$ cat config.mk
export PLATFORM = sky130hd
export DESIGN_NAME = pre_analysis
export DESIGN_NICKNAME = d
export VERILOG_FILES = /design/src/rtl/pre_analysis.sv
export SDC_FILE = /design/constraint.sdc
export NUM_CORES = 1
export LEC_CHECK = 0
export ABC_CLOCK_PERIOD_IN_PS = 6000
export CORE_UTILIZATION = 55
export DETAILED_ROUTE_END_ITERATION = 8
export DONT_BUFFER_PORTS = 1
export PLACE_DENSITY = 0.7
export SYNTH_ARGS = -nofsm -noshare
export SYNTH_HDL_FRONTEND = slang
export SYNTH_SLANG_ARGS = --single-unit
$ cat constraint.sdc
create_clock -name CLK -period 6 [get_ports CLK]
set_input_delay 0.9 -clock CLK [delete_from_list [all_inputs] [get_ports CLK]]
set_output_delay 0.9 -clock CLK [all_outputs]
set_load 0.005 [all_outputs]
$ cat src/rtl/pre_analysis.sv
// Fetches the 128-bit key and one plaintext block from word memory and assembles them for the cipher core.
// Latency: done is asserted 9 cycles after start is accepted, or 5 cycles when a cached key is reused.
// Backpressure: none; a start that arrives while busy (including the done edge) is dropped.
// Optional feature: define PRE_ANALYSIS_KEY_CACHE_EN to keep the key between loads (key_reload forces a re-fetch).
module pre_analysis #(
    parameter logic [31:0] KEY_BASE = 32'h0000_0000
) (
    input  logic         CLK,
    input  logic         RST_N,
    input  logic         start,
    input  logic [11:0]  plain_address,
    input  logic         key_reload,
    input  logic [31:0]  mem_data_in,
    output logic [31:0]  address,
    output logic         read_enable,
    output logic [127:0] key_out,
    output logic [127:0] data_out,
    output logic         busy,
    output logic         done
);

    typedef enum logic [1:0] {
        S_IDLE  = 2'd0,
        S_KEY   = 2'd1,
        S_DATA  = 2'd2,
        S_DRAIN = 2'd3
    } state_e;

    state_e       state_q, state_d;
    logic [1:0]   cnt_q, cnt_d;
    logic [11:0]  pa_q, pa_d;
    logic         done_q, done_d;

    // One-cycle-delayed copy of the read just issued: tells which slot mem_data_in belongs to.
    logic         cap_vld_q;
    logic         cap_key_q;
    logic [1:0]   cap_idx_q;

    logic [127:0] key_q;
    logic [127:0] data_q;

`ifdef PRE_ANALYSIS_KEY_CACHE_EN
    logic         key_valid_q, key_valid_d;
`else
    logic         unused_key_reload;
    assign unused_key_reload = key_reload;
`endif

    // Next-state, read strobe and address generation.
    always_comb begin
        state_d     = state_q;
        cnt_d       = cnt_q;
        pa_d        = pa_q;
        done_d      = 1'b0;
        read_enable = 1'b0;
        address     = 32'h0000_0000;
`ifdef PRE_ANALYSIS_KEY_CACHE_EN
        key_valid_d = key_valid_q;
`endif
        case (state_q)
            S_IDLE: begin
                if (start) begin
                    pa_d    = plain_address;
                    cnt_d   = 2'd0;
                    state_d = S_KEY;
`ifdef PRE_ANALYSIS_KEY_CACHE_EN
                    if (key_valid_q && !key_reload) begin
                        state_d = S_DATA;
                    end
`endif
                end
            end
            S_KEY: begin
                read_enable = 1'b1;
                address     = KEY_BASE + {30'b0, cnt_q};
                cnt_d       = cnt_q + 2'd1;
                if (cnt_q == 2'd3) begin
                    state_d = S_DATA;
`ifdef PRE_ANALYSIS_KEY_CACHE_EN
                    key_valid_d = 1'b1;
`endif
                end
            end
            S_DATA: begin
                read_enable = 1'b1;
                address     = {20'b0, pa_q} + 32'd4 + {30'b0, cnt_q};
                cnt_d       = cnt_q + 2'd1;
                if (cnt_q == 2'd3) begin
                    state_d = S_DRAIN;
                end
            end
            default: begin
                // Final data word lands this cycle; announce completion on the next one.
                done_d  = 1'b1;
                state_d = S_IDLE;
            end
        endcase
    end

    // Control state registers.
    always_ff @(posedge CLK or negedge RST_N) begin
        if (!RST_N) begin
            state_q <= S_IDLE;
            cnt_q   <= 2'd0;
            pa_q    <= 12'h000;
            done_q  <= 1'b0;
`ifdef PRE_ANALYSIS_KEY_CACHE_EN
            key_valid_q <= 1'b0;
`endif
        end else begin
            state_q <= state_d;
            cnt_q   <= cnt_d;
            pa_q    <= pa_d;
            done_q  <= done_d;
`ifdef PRE_ANALYSIS_KEY_CACHE_EN
            key_valid_q <= key_valid_d;
`endif
        end
    end

    // Track the outstanding read and write returning data into its key/data slot in place.
    always_ff @(posedge CLK or negedge RST_N) begin
        if (!RST_N) begin
            cap_vld_q <= 1'b0;
            cap_key_q <= 1'b0;
            cap_idx_q <= 2'd0;
            key_q     <= '0;
            data_q    <= '0;
        end else begin
            cap_vld_q <= read_enable;
            cap_key_q <= (state_q == S_KEY);
            cap_idx_q <= cnt_q;
            if (cap_vld_q) begin
                if (cap_key_q) begin
                    key_q[{cap_idx_q, 5'b0} +: 32] <= mem_data_in;
                end else begin
                    data_q[{cap_idx_q, 5'b0} +: 32] <= mem_data_in;
                end
            end
        end
    end

    assign key_out  = key_q;
    assign data_out = data_q;
    assign busy     = (state_q != S_IDLE);
    assign done     = done_q;

endmodule

# Yosys cells after proc, flatten, opt, wreduce, memory -nomap -nowiden
# Index checks and enable logic that the tools add are counted.
# classes
n_div	0
n_shift	2
n_mux	11
n_addsub	4
n_bitwise	1
n_eq_ne	6
magnitude_cmp	0
n_mul	0
reduce_logical	10
# op_table
op	count
128-bit bitwise mux	2
32-bit by 9-bit variable shift with 128-bit output (first input constant)	1
32-bit by 9-bit indexed part select with 128-bit output	1
14-bit case mux with 2 select lines	1
13-bit by 2-bit adder with 14-bit output	1
12-bit by 3-bit adder with 13-bit output (second input constant)	1
7-bit negation with 9-bit output	1
2-bit 2-to-1 mux	4
2-bit AND reduction	4
2-bit != test (second input constant)	3
2-bit case mux with 3 select lines	1
2-bit == test (second input constant)	2
2-bit case mux with 2 select lines	1
2-bit nonzero test	2
3-bit AND reduction	1
3-bit OR reduction	1
2-bit by 1-bit adder with 2-bit output (second input constant)	1
2-bit by 1-bit == test with 1-bit output (second input constant)	1
2-bit zero test	1
1-bit 2-to-1 mux	2
2-bit OR reduction	1
1-bit NOT	1
# word_totals
word_cells	43
mem_count	0
mem_bits_rw	0
rom_bits	0
latchBits	0
regBits	277

# Depth between registers and ports, before layout
# depth
depth_word	4
ltp_mapped	7
depth_no_buf	6

# Worst setup path before layout
# No wires, ideal clock.
# synth_path
path_kind	register to output
start	register cnt_q[0]
end	output port address[10]
arrival_ns	1.927
setup_slack_ns	3.173
required_ns	5.100
stages_incl_launch_ff	8
cell_sequence	dfrtp_1 -> ha_1 -> inv_1 -> fa_1 -> nor2b_1 -> clkbuf_1 -> or4_1 -> a21oi_1
# synth_between
elab_chain_len	2
# synth_rtl
element	line	source
start, declared	30	logic [1:0] cnt_q, cnt_d;
start signal, assigned	112	cnt_q <= cnt_d;
13-bit by 2-bit adder with 14-bit output	86	address = {20'b0, pa_q} + 32'd4 + {30'b0, cnt_q};
14-bit case mux with 2 select lines	60	case (state_q)
end, declared	14	output logic [31:0] address,
# Every way passes these cells.

# Final worst setup path
# Ends and elaborated chain as after synthesis.

==> results_dict.tcl <==
set metrics [dict create \
    io_buffers 0 \
    status "complete, no violations" \
    cts_max_level 1 \
    setup_viol 0 \
    post_cts_buffers 0 \
    worst-path-buf-inv 1 \
    final_antenna_net_count 0 \
    clock_latency_ps 530 \
    yosys-top-cells-count "nand2_1 (390), dfrtp_1 (277), o21ai_1 (255)" \
    slew_headroom_pct 20.32 \
    synth-main-ff-cell "dfrtp_1" \
    totalPowerFinal_w 0.006854 \
    cp-end-kind "output port" \
    grt_max_degree 278 \
    start_kind "register" \
    die_area_um2 20300 \
    vias 7640 \
    drive_above_1_share_pct 6.557 \
    fin_area_um2 11890 \
    fin_setup_tns_ps 0 \
    finalCritPeriodShare_pct 58.47 \
    overflow 0 \
    cts-resized-gates 0 \
    min_period_ps 3508 \
    leakagePower_nw 5.339 \
    maxCapViolCount 0 \
    synth-edff-count 0 \
    synth-seq-cells 277 \
    max_stage_delay_ps 490 \
    cp_data_required_time_ps 5100 \
    gp_congestion 0.7966 \
    drtPass1Iterations 4 \
    synthDominantCellAreaShare_pct 63.87 \
    synth_top_cell_by_area "dfrtp_1" \
    wl_per_cell_um 20.41 \
    rows 51 \
    drcViolationCount 0 \
    clock_skew_ps 19.93 \
    viasPerCell 5.605 \
    synthesis.area_um2 10850 \
    fp.dieH_um 142.5 \
    cts_tree "done" \
    io_pins 339 \
    syn_to_final_growth_pct 9.523 \
    grt_use_total_pct 27.25 \
    dp_hpwl_mm 18.73 \
    p_per_area_nw_per_um2 576.6 \
    tightest_slew_ps 1192 \
    nNetsFinal 1142 \
    cts.sinks 277 \
    finalHoldViolCount 0 \
    hold_class "input port to asynchronous set/reset pin" \
    ctsHoldBuffers 0 \
    core_area_um2 19400 \
    avgSynthCellArea_um2 9.804 \
    rsz0062_at_grt "false" \
    crit_fanout 9 \
    async_reset_ff_share_pct 100.0 \
    diodes 0 \
    grt_pass1_wl_mm 42.06 \
    synth_cell_types 34 \
    synthTopCellsByArea "dfrtp_1 (64%), nand2_1 (13%), o21ai_1 (12%), clkbuf_1 (2.0%), mux2_2 (1.5%)" \
    antenna_found_initial 0 \
    path_class "register to output port" \
    slew_violations 0 \
    cp.arrival_ps 2610 \
    grt_pass1_vias 7332 \
    syn_inst 1107 \
    ys_warn_count 0 \
    path_clk_slew_ps 60 \
    wirelength_mm 27.82 \
    postPlaceCellArea_um2 10970 \
    slowest_stage "or4_1" \
    fmax_ghz 0.2851 \
    crit_chain "ha_1, inv_1, fa_1, nor2b_1, or4_1, a21oi_1" \
    ir_drop_mv 0.2739 \
    clockBufferDepth 3 \
    numCtsBuffers 29 \
    die-width_um 142.5 \
    ys_seq_area_share_pct 63.87 \
    path_delay_family "simple AND/OR/NAND/NOR gates" \
    initial_core_util_pct 55.95 \
    root_buffer "clkbuf_16" \
    dr.first_iter.drc_count 393 \
    yosysMostFrequentCell "nand2_1" \
]
-- final cells by class --
| cell class | instances | area (um^2) |
|---|---|---|
| fillers | 1655 | 7512 |
| multi-input cells | 752 | 3595 |
| flip-flops and latches | 277 | 6932 |
| well taps | 265 | 331.6 |
| clock inverters | 4 | 70.07 |
| clock buffers | 44 | 842.1 |
| repair buffers | 10 | 75.07 |
| inverters | 11 | 41.29 |
-- sequential cells by signal, summed over array words and instances, names as in the netlist --
register   flops
key_out      128
cap_vld_q      1
cap_idx_q      2
data_out     128
state_q        2
done           1
cap_key_q      1
cnt_q          2
pa_q          12
-- cell families after synthesis --
| kind of cell | synth area share, % |
|---|---|
| fa+ha+maj | 1.568 |
| flops | 63.87 |
| buf+inv | 4.070 |
| mux | 1.545 |
| simple gates | 15.58 |
| other cells | 0.03455 |
| xor+xnor | 0.1614 |
| compound gates | 13.18 |
-- cell usage in the layout (no fill, tap or decap), drive strengths merged, types with 2 or more instances in the layout --
master	instances
or3	4
inv	11
o31ai	4
clkinv	2
xnor2	2
bufinv	2
nand3	6
nand4	2
conb	19
nand2	390
or4	4
buf	10
clkbuf	44
nand3b	4
nor2	2
nand2b	2
a21oi	10
mux2	14
o21ai	261
nor3b	3
dfrtp	277
nor2b	3
ha	12
-- path summary, 6_finish.rpt --
path	start	endpoint	slack, ps	cells past startpoint
hold / removal	RST_N	data_out[100]	70	0
setup reg to reg	cap_idx_q[0]	data_out[66]	3380	6
max in group asynchronous	RST_N	key_out[87]	5520	0
setup / recovery	cnt_q[0]	address[10]	2490	6
min in group CLK	cnt_q[1]	cap_idx_q[1]	480	0
hold reg to reg	cnt_q[1]	cap_idx_q[1]	480	0
-- per-stage QoR --
stage	hold slack (ps)	utilization, %	setup slack, ps	std cells
floorplan	421.4	-	3173	1125
global placement	470.5	56.57	3110	1315
detailed placement	465.0	56.57	3048	1315
CTS	44.27	61.27	2472	1363
global route	40.11	61.27	2388	1363
finish	67.94	61.27	2492	1363
-- per-layer routing --
layer / track usage (%) / vias to the layer above / wire, um
li1: - / 3605 / -
met1: 34.33 / 3679 / 10960
met2: 43.91 / 318 / 13090
met3: 10.09 / 38 / 3207
met4: 8.036 / 0 / 565
met5: 0 / - / 0
-- power by group --
group | switching (W) | internal [W] | total (W) | leakage (nW)
Clock | 0.000690 | 0.00104 | 0.00173 | 0.447
Sequential | 0.000812 | 0.00271 | 0.00352 | 3.44
Combinational | 0.00103 | 0.000578 | 0.00161 | 1.45
Total | 0.00253 | 0.00432 | 0.00685 | 5.34
No activity file was read; power rests on OpenSTA's default activity.
